<file path="src/rtl/address_offset_loader_pkg.sv">
// Shared definitions for the PO/DO offset loader and the Address Module PO entry layout.
package address_offset_loader_pkg;

  typedef enum logic [2:0] {
    ST_IDLE,
    ST_CHECK,
    ST_PO_WRITE,
    ST_DO_WRITE,
    ST_FINISH
  } aol_state_e;

  localparam int PKG_ADDR_WIDTH    = 16;
  localparam int PKG_PO_INCR_WIDTH = 4;
  localparam int PO_ENTRY_WIDTH    = PKG_ADDR_WIDTH + PKG_PO_INCR_WIDTH;

  // PO entry layout seen by the Address Module: increment above the offset.
  function automatic logic [PO_ENTRY_WIDTH-1:0] pack_po_entry(
    input logic [PKG_PO_INCR_WIDTH-1:0] incr,
    input logic [PKG_ADDR_WIDTH-1:0]    offset
  );
    return {incr, offset};
  endfunction

endpackage

</file>
<file path="src/rtl/address_offset_loader_offset_accumulator.sv">
// Offset accumulator: loads the base offset, then steps by the stride, wrapping modulo 2^ADDR_WIDTH.
module offset_accumulator
  import address_offset_loader_pkg::*;
#(
  parameter int ADDR_WIDTH = PKG_ADDR_WIDTH
) (
  input  logic                  clock,
  input  logic                  reset_n,
  input  logic                  load,
  input  logic                  step,
  input  logic [ADDR_WIDTH-1:0] load_value,
  input  logic [ADDR_WIDTH-1:0] stride,
  output logic [ADDR_WIDTH-1:0] acc
);

  always_ff @(posedge clock or negedge reset_n) begin
    if (!reset_n) begin
      acc <= '0;
    end else if (load) begin
      acc <= load_value;
    end else if (step) begin
      acc <= acc + stride;
    end
  end

endmodule

</file>
<file path="src/rtl/address_offset_loader.sv">
// Programs a thread's PO entries (and optionally DO) through the Address Module write port,
// one write per granted slot of the target thread.
//
// state       | meaning
// ST_IDLE     | ready for a request
// ST_CHECK    | range-check the latched request
// ST_PO_WRITE | write PO entries on each granted slot
// ST_DO_WRITE | write DO on the next granted slot
// ST_FINISH   | request complete, done pulses next cycle
module address_offset_loader
  import address_offset_loader_pkg::*;
#(
  parameter int WRITE_ADDR_WIDTH     = 16,
  parameter int WRITE_WORD_WIDTH     = 32,
  parameter int ADDR_WIDTH           = PKG_ADDR_WIDTH,
  parameter int PO_INCR_WIDTH        = PKG_PO_INCR_WIDTH,
  parameter int PO_ENTRY_COUNT       = 8,
  parameter int PO_ENTRY_COUNT_WIDTH = 3,
  parameter logic [WRITE_ADDR_WIDTH-1:0] PO_ADDR_BASE = 16'h0200,
  parameter logic [WRITE_ADDR_WIDTH-1:0] DO_ADDR      = 16'h0208,
  parameter int THREAD_COUNT_WIDTH   = 2
) (
  input  logic                            clock,
  input  logic                            reset_n,
  input  logic                            req_valid,
  output logic                            req_ready,
  input  logic [THREAD_COUNT_WIDTH-1:0]   req_thread,
  input  logic [PO_ENTRY_COUNT_WIDTH-1:0] req_first_entry,
  input  logic [PO_ENTRY_COUNT_WIDTH:0]   req_count,
  input  logic [ADDR_WIDTH-1:0]           req_base,
  input  logic [ADDR_WIDTH-1:0]           req_stride,
  input  logic [PO_INCR_WIDTH-1:0]        req_incr,
  input  logic                            req_do_en,
  input  logic [ADDR_WIDTH-1:0]           req_do_value,
  input  logic [THREAD_COUNT_WIDTH-1:0]   thread_current,
  input  logic                            slot_block,
  output logic                            write_en,
  output logic [WRITE_ADDR_WIDTH-1:0]     write_addr,
  output logic [WRITE_WORD_WIDTH-1:0]     write_data,
  output logic                            busy,
  output logic                            done,
  output logic                            error
);

  localparam int CW          = PO_ENTRY_COUNT_WIDTH;
  localparam int ENTRY_WIDTH = ADDR_WIDTH + PO_INCR_WIDTH;

  aol_state_e state_q, state_d;

  logic [THREAD_COUNT_WIDTH-1:0] thread_q;
  logic [CW-1:0]                 first_q;
  logic [CW:0]                   remain_q;
  logic [CW:0]                   index_q;
  logic [ADDR_WIDTH-1:0]         stride_q;
  logic [ADDR_WIDTH-1:0]         do_value_q;
  logic [PO_INCR_WIDTH-1:0]      incr_q;
  logic                          do_en_q;
  logic                          range_bad_q;

  logic                          accept;
  logic                          grant;
  logic                          range_bad_req;
  logic                          po_fire;
  logic                          do_fire;
  logic [ADDR_WIDTH-1:0]         acc;
  logic [ENTRY_WIDTH-1:0]        po_entry;
  logic [WRITE_ADDR_WIDTH-1:0]   po_addr;

  assign accept = (state_q == ST_IDLE) && req_valid;
  assign grant  = (thread_current == thread_q) && !slot_block;

  // Range check is evaluated at accept so error lands in the CHECK cycle.
  assign range_bad_req = ({2'b00, req_first_entry} + {1'b0, req_count})
                         > (CW+2)'(PO_ENTRY_COUNT);

  assign po_entry = {incr_q, acc};
  assign po_addr  = PO_ADDR_BASE + WRITE_ADDR_WIDTH'(first_q) + WRITE_ADDR_WIDTH'(index_q);

  offset_accumulator #(
    .ADDR_WIDTH (ADDR_WIDTH)
  ) u_offset_accumulator (
    .clock      (clock),
    .reset_n    (reset_n),
    .load       (accept),
    .step       (po_fire),
    .load_value (req_base),
    .stride     (stride_q),
    .acc        (acc)
  );

  always_comb begin
    state_d = state_q;
    po_fire = 1'b0;
    do_fire = 1'b0;
    case (state_q)
      ST_IDLE: begin
        if (req_valid) state_d = ST_CHECK;
      end
      ST_CHECK: begin
        if (range_bad_q)           state_d = ST_IDLE;
        else if (remain_q != '0)   state_d = ST_PO_WRITE;
        else if (do_en_q)          state_d = ST_DO_WRITE;
        else                       state_d = ST_FINISH;
      end
      ST_PO_WRITE: begin
        if (grant) begin
          po_fire = 1'b1;
          if (remain_q == (CW+1)'(1)) state_d = do_en_q ? ST_DO_WRITE : ST_FINISH;
        end
      end
      ST_DO_WRITE: begin
        if (grant) begin
          do_fire = 1'b1;
          state_d = ST_FINISH;
        end
      end
      ST_FINISH: state_d = ST_IDLE;
      default:   state_d = ST_IDLE;
    endcase
  end

  always_ff @(posedge clock or negedge reset_n) begin
    if (!reset_n) begin
      state_q     <= ST_IDLE;
      thread_q    <= '0;
      first_q     <= '0;
      remain_q    <= '0;
      index_q     <= '0;
      stride_q    <= '0;
      do_value_q  <= '0;
      incr_q      <= '0;
      do_en_q     <= 1'b0;
      range_bad_q <= 1'b0;
    end else begin
      state_q <= state_d;
      if (accept) begin
        thread_q    <= req_thread;
        first_q     <= req_first_entry;
        remain_q    <= req_count;
        index_q     <= '0;
        stride_q    <= req_stride;
        do_value_q  <= req_do_value;
        incr_q      <= req_incr;
        do_en_q     <= req_do_en;
        range_bad_q <= range_bad_req;
      end else if (po_fire) begin
        remain_q <= remain_q - (CW+1)'(1);
        index_q  <= index_q + (CW+1)'(1);
      end
    end
  end

  always_ff @(posedge clock or negedge reset_n) begin
    if (!reset_n) begin
      req_ready  <= 1'b1;
      busy       <= 1'b0;
      done       <= 1'b0;
      error      <= 1'b0;
      write_en   <= 1'b0;
      write_addr <= '0;
      write_data <= '0;
    end else begin
      req_ready <= (state_d == ST_IDLE);
      busy      <= (state_d != ST_IDLE);
      done      <= (state_q == ST_FINISH);
      error     <= accept && range_bad_req;
      write_en  <= po_fire || do_fire;
      if (po_fire) begin
        write_addr <= po_addr;
        write_data <= WRITE_WORD_WIDTH'(po_entry);
      end else if (do_fire) begin
        write_addr <= DO_ADDR;
        write_data <= WRITE_WORD_WIDTH'(do_value_q);
      end else begin
        write_addr <= '0;
        write_data <= '0;
      end
    end
  end

endmodule

</file>
<file path="config.mk">
export PLATFORM = sky130hd
export DESIGN_NAME = address_offset_loader
export DESIGN_NICKNAME = d
export VERILOG_FILES = /design/src/rtl/address_offset_loader_pkg.sv /design/src/rtl/address_offset_loader_offset_accumulator.sv /design/src/rtl/address_offset_loader.sv
export SDC_FILE = /design/constraint.sdc
export NUM_CORES = 1
export LEC_CHECK = 0
export CAP_MARGIN = 20
export CORE_MARGIN = 3
export CORE_UTILIZATION = 28
export DETAILED_ROUTE_END_ITERATION = 16
export SLEW_MARGIN = 20
export SYNTH_ARGS = -nofsm -noshare
export SYNTH_HDL_FRONTEND = slang
export SYNTH_SLANG_ARGS = --single-unit
</file>
<file path="constraint.sdc">
create_clock -name clock -period 3.3 [get_ports clock]
set_input_delay 0.66 -clock clock [delete_from_list [all_inputs] [get_ports clock]]
set_output_delay 0.66 -clock clock [all_outputs]
set_load 0.01 [all_outputs]
</file>
==> results.json <==
{
  "status": "complete, no violations",
  "worstSetupPathType": "flop to flop",
  "drc": 0,
  "ys_warn_count": 0,
  "finClkSkew_ps": 5.394,
  "grt_max_degree": 47,
  "tns_ps": 0,
  "grt_util_all_layers_pct": 12.91,
  "yosysMostFrequentCell": "nand2_1",
  "power_density_mw_per_mm2": 849.6,
  "cts.clk_slew.worst_paths_ps": 70,
  "r2r_start": "stride_q[0]$_DFFE_PN0P_",
  "async_flop_share_pct": 100.0,
  "grt_util_met3_pct": 2.612,
  "synth-main-ff-cell": "dfrtp_1",
  "via_count": 3870,
  "synth_top_area_share_pct": 48.51,
  "synth_common_cells": "150 x nand2_1, 99 x dfrtp_1, 40 x nor2_1",
  "ys_ff_latch": 100,
  "placed_area_mm2": 0.006287,
  "die_h_um": 141.1,
  "max_slew.worst_pin.slew_ps": 753.2,
  "synth_cell_types": 46,
  "worstPathCellList": "ha_1, fa_1, a21oi_1, o21ai_0, a21oi_1, o21ai_0, a221oi_1, mux2i_1, a211oi_1",
  "via_per_inst": 4.418,
  "switching_share_pct": 39.12,
  "p_int_mw": 3.402,
  "htreeDepth": 3,
  "slew_headroom_pct": 49.78,
  "cts_buffers": 9,
  "vdd_drop_max_mv": 0.2808,
  "finalWeightedCongestion": 0.8170,
  "port_buffers": 98,
  "routed_wl_um": 12500,
  "max_freq_ghz": 0.3741,
  "clock_latency_ps": 340,
  "gr-total-overflow": 0,
  "crit_path_max_fanout": 3,
  "syn2layout_area_growth_pct": 28.78,
  "ant_nets": 0,
  "setup_violations": 0,
  "antenna_found_initial": 0,
  "start_util_pct": 29.02,
  "cts_hold_buf": 0,
  "die_x_um": 141.1,
  "die_area_mm2": 0.01990,
  "cts.sinks": 100,
  "drive_gt1_share_pct": 5.069,
  "required_ps": 3540,
  "cap_violations": 0,
  "postCtsResizedCells": 0,
  "seqPwrFrac_pct": 36.0,
  "rr_worst_depth": 9,
  "rrSetupSlack_ps": 630,
  "dr.first_iter.drc_count": 247,
  "startpoint_type": "flop",
  "final_hold_viol_count": 0,
  "synth_area_leader_cell": "dfrtp_1",
  "post-route-cell-area_mm2": 0.006578,
  "cts_tree": "yes",
  "hold_path.class": "input port to asynchronous set/reset pin",
  "cellLeakagePower_nw": 3.091,
  "syn_inst": 552,
  "cts_root_buffer": "clkbuf_16",
  "crit_path_max_incr_delay_ps": 430,
  "cp-end-kind": "flop",
  "grtUsageMet1_pct": 17.60,
  "clkPwrFrac_pct": 18.3,
  "rsz0062_at_grt": "no",
  "p_sw_mw": 2.186,
  "hpwlAfterDp_um": 9304,
  "post_cts_buffers": 0,
  "crit_slowest_cell": "fa_1",
  "power_frac_comb_pct": 45.8,
  "dr.pass1.iters": 4,
  "rr_endpoint": "u_offset_accumulator.acc[12]$_DFFE_PN0P_",
  "synth_area_mm2": 0.005107,
  "pin_count": 121,
  "drv_slew": 0,
  "avgSynthCellArea_um2": 9.253,
  "grt_pass1_vias": 3987,
  "grt.busiest_layer": "met2",
  "grt_pass1_wl_um": 20430,
  "synth-edff-count": 0,
  "cts_max_path_buffers": 2,
  "num_antenna_cells": 0,
  "finalCriticalPeriod_ps": 2673,
  "synth.area.top_cells": "dfrtp_1 49%, nand2_1 11%, ha_1 6.1%",
  "ys_seq_area_share_pct": 49.02,
  "arrival_ps": 2920,
  "nets": 742,
  "period_share_pct": 80.99,
  "rows": 48,
  "grt_util_met2_pct": 20.82,
  "coreArea_mm2": 0.01760,
  "wire_per_inst_um": 14.27
}
power groups by stage:
stage / clock network, mW / registers, mW / logic [mW]
2_1_floorplan: 0 / 1.94 / 1.90
3_3_place_gp: 0 / 2.03 / 2.52
3_5_place_dp: 0 / 2.04 / 2.55
4_1_cts: 1.05 / 2.01 / 2.57
5_1_grt: 1.10 / 2.08 / 2.92
6_report: 1.02 / 2.01 / 2.56
cells in the final DEF, fill, tap and decap left out, drive strengths merged, types with 2 or more instances in the layout:
cell / count
mux2i: 20
nor4b: 2
buf: 12
inv: 15
nand2: 150
xor2: 10
clkdlybuf4s50: 97
or4b: 2
o21a: 3
a221oi: 2
nor2b: 4
and2: 5
o21ai: 26
a31oi: 4
a211oi: 4
fa: 3
o22ai: 3
conb: 22
clkinvlp: 2
o211ai: 3
nand3: 2
xnor2: 12
a21o: 7
and3: 7
clkbuf: 13
ha: 25
dfrtp: 99
or3: 2
nor3: 5
or2: 2
a22oi: 2
nor2: 40
a21oi: 36
state kept, by name, indices dropped and copies added (netlist names):
name	count
write_data	20
req_ready	1
busy	1
write_addr	6
thread_q	2
do_value_q	16
range_bad_q	1
first_q	3
do_en_q	1
done	1
index_q	4
stride_q	16
incr_q	4
state_q	3
u_offset_accumulator.acc	16
error	1
remain_q	4
per-stage QoR:
stage / instances / worst slack (ps) / hold slack [ps] / util [%] / total power [mW]
finish: 876 / 627.2 / 318.2 / 37.38 / 5.588
global route: 876 / 381.6 / 368.3 / 37.38 / 6.098
CTS: 876 / 619.5 / 343.3 / 37.38 / 5.637
detailed placement: 860 / 310.1 / 454.9 / 35.73 / 4.587
floorplan: 573 / 942.6 / 364.4 / - / 3.845
global placement: 860 / 326.3 / 451.2 / 35.73 / 4.552
critical path: cells and delay by family, from the launching register on:
kind,cells,cell delay [ps]
compound gates,6,1350
fa+ha+maj,2,690
flops,1,410
mux,1,130
layer usage:
metal	wire length (um)	part of all wire, %	vias to the layer above
met5	0	0	-
met1	5998	48	1808
met2	5749	46	76
li1	-	-	1977
met4	161	1.3	0
met3	594	4.8	9
worst max-delay path by stage:
| stage | cells after the start | from | end |
|---|---|---|---|
| 2_1_floorplan | 8 | thread_current[1] | u_offset_accumulator.acc[11]$_DFFE_PN0P_ |
| 3_3_place_gp | 7 | thread_current[1] | u_offset_accumulator.acc[4]$_DFFE_PN0P_ |
| 3_5_place_dp | 8 | thread_current[1] | u_offset_accumulator.acc[5]$_DFFE_PN0P_ |
| 4_1_cts | 9 | stride_q[0]$_DFFE_PN0P_ | u_offset_accumulator.acc[12]$_DFFE_PN0P_ |
| 5_1_grt | 9 | stride_q[0]$_DFFE_PN0P_ | u_offset_accumulator.acc[12]$_DFFE_PN0P_ |
| 6_report | 9 | stride_q[0]$_DFFE_PN0P_ | u_offset_accumulator.acc[12]$_DFFE_PN0P_ |
kinds of logic after synthesis:
| kind of cell | Yosys count | synth area share, % |
|---|---|---|
| other cells | 1 | 0.07342 |
| buf+inv | 62 | 6.443 |
| flops | 100 | 49.02 |
| simple gates | 227 | 19.06 |
| xor+xnor | 22 | 3.773 |
| mux | 20 | 3.920 |
| compound gates | 92 | 10.41 |
| fa+ha+maj | 28 | 7.300 |
area by class of cell:
type | count | area, um^2
inverters | 15 | 56.30
fillers | 1765 | 11020
clock inverters | 3 | 20.02
flip-flops and latches | 100 | 2504
repair buffers | 109 | 1086
clock buffers | 13 | 270.3
well taps | 225 | 281.5
multi-input cells | 411 | 2360
(Power assumes the default switching activity.)
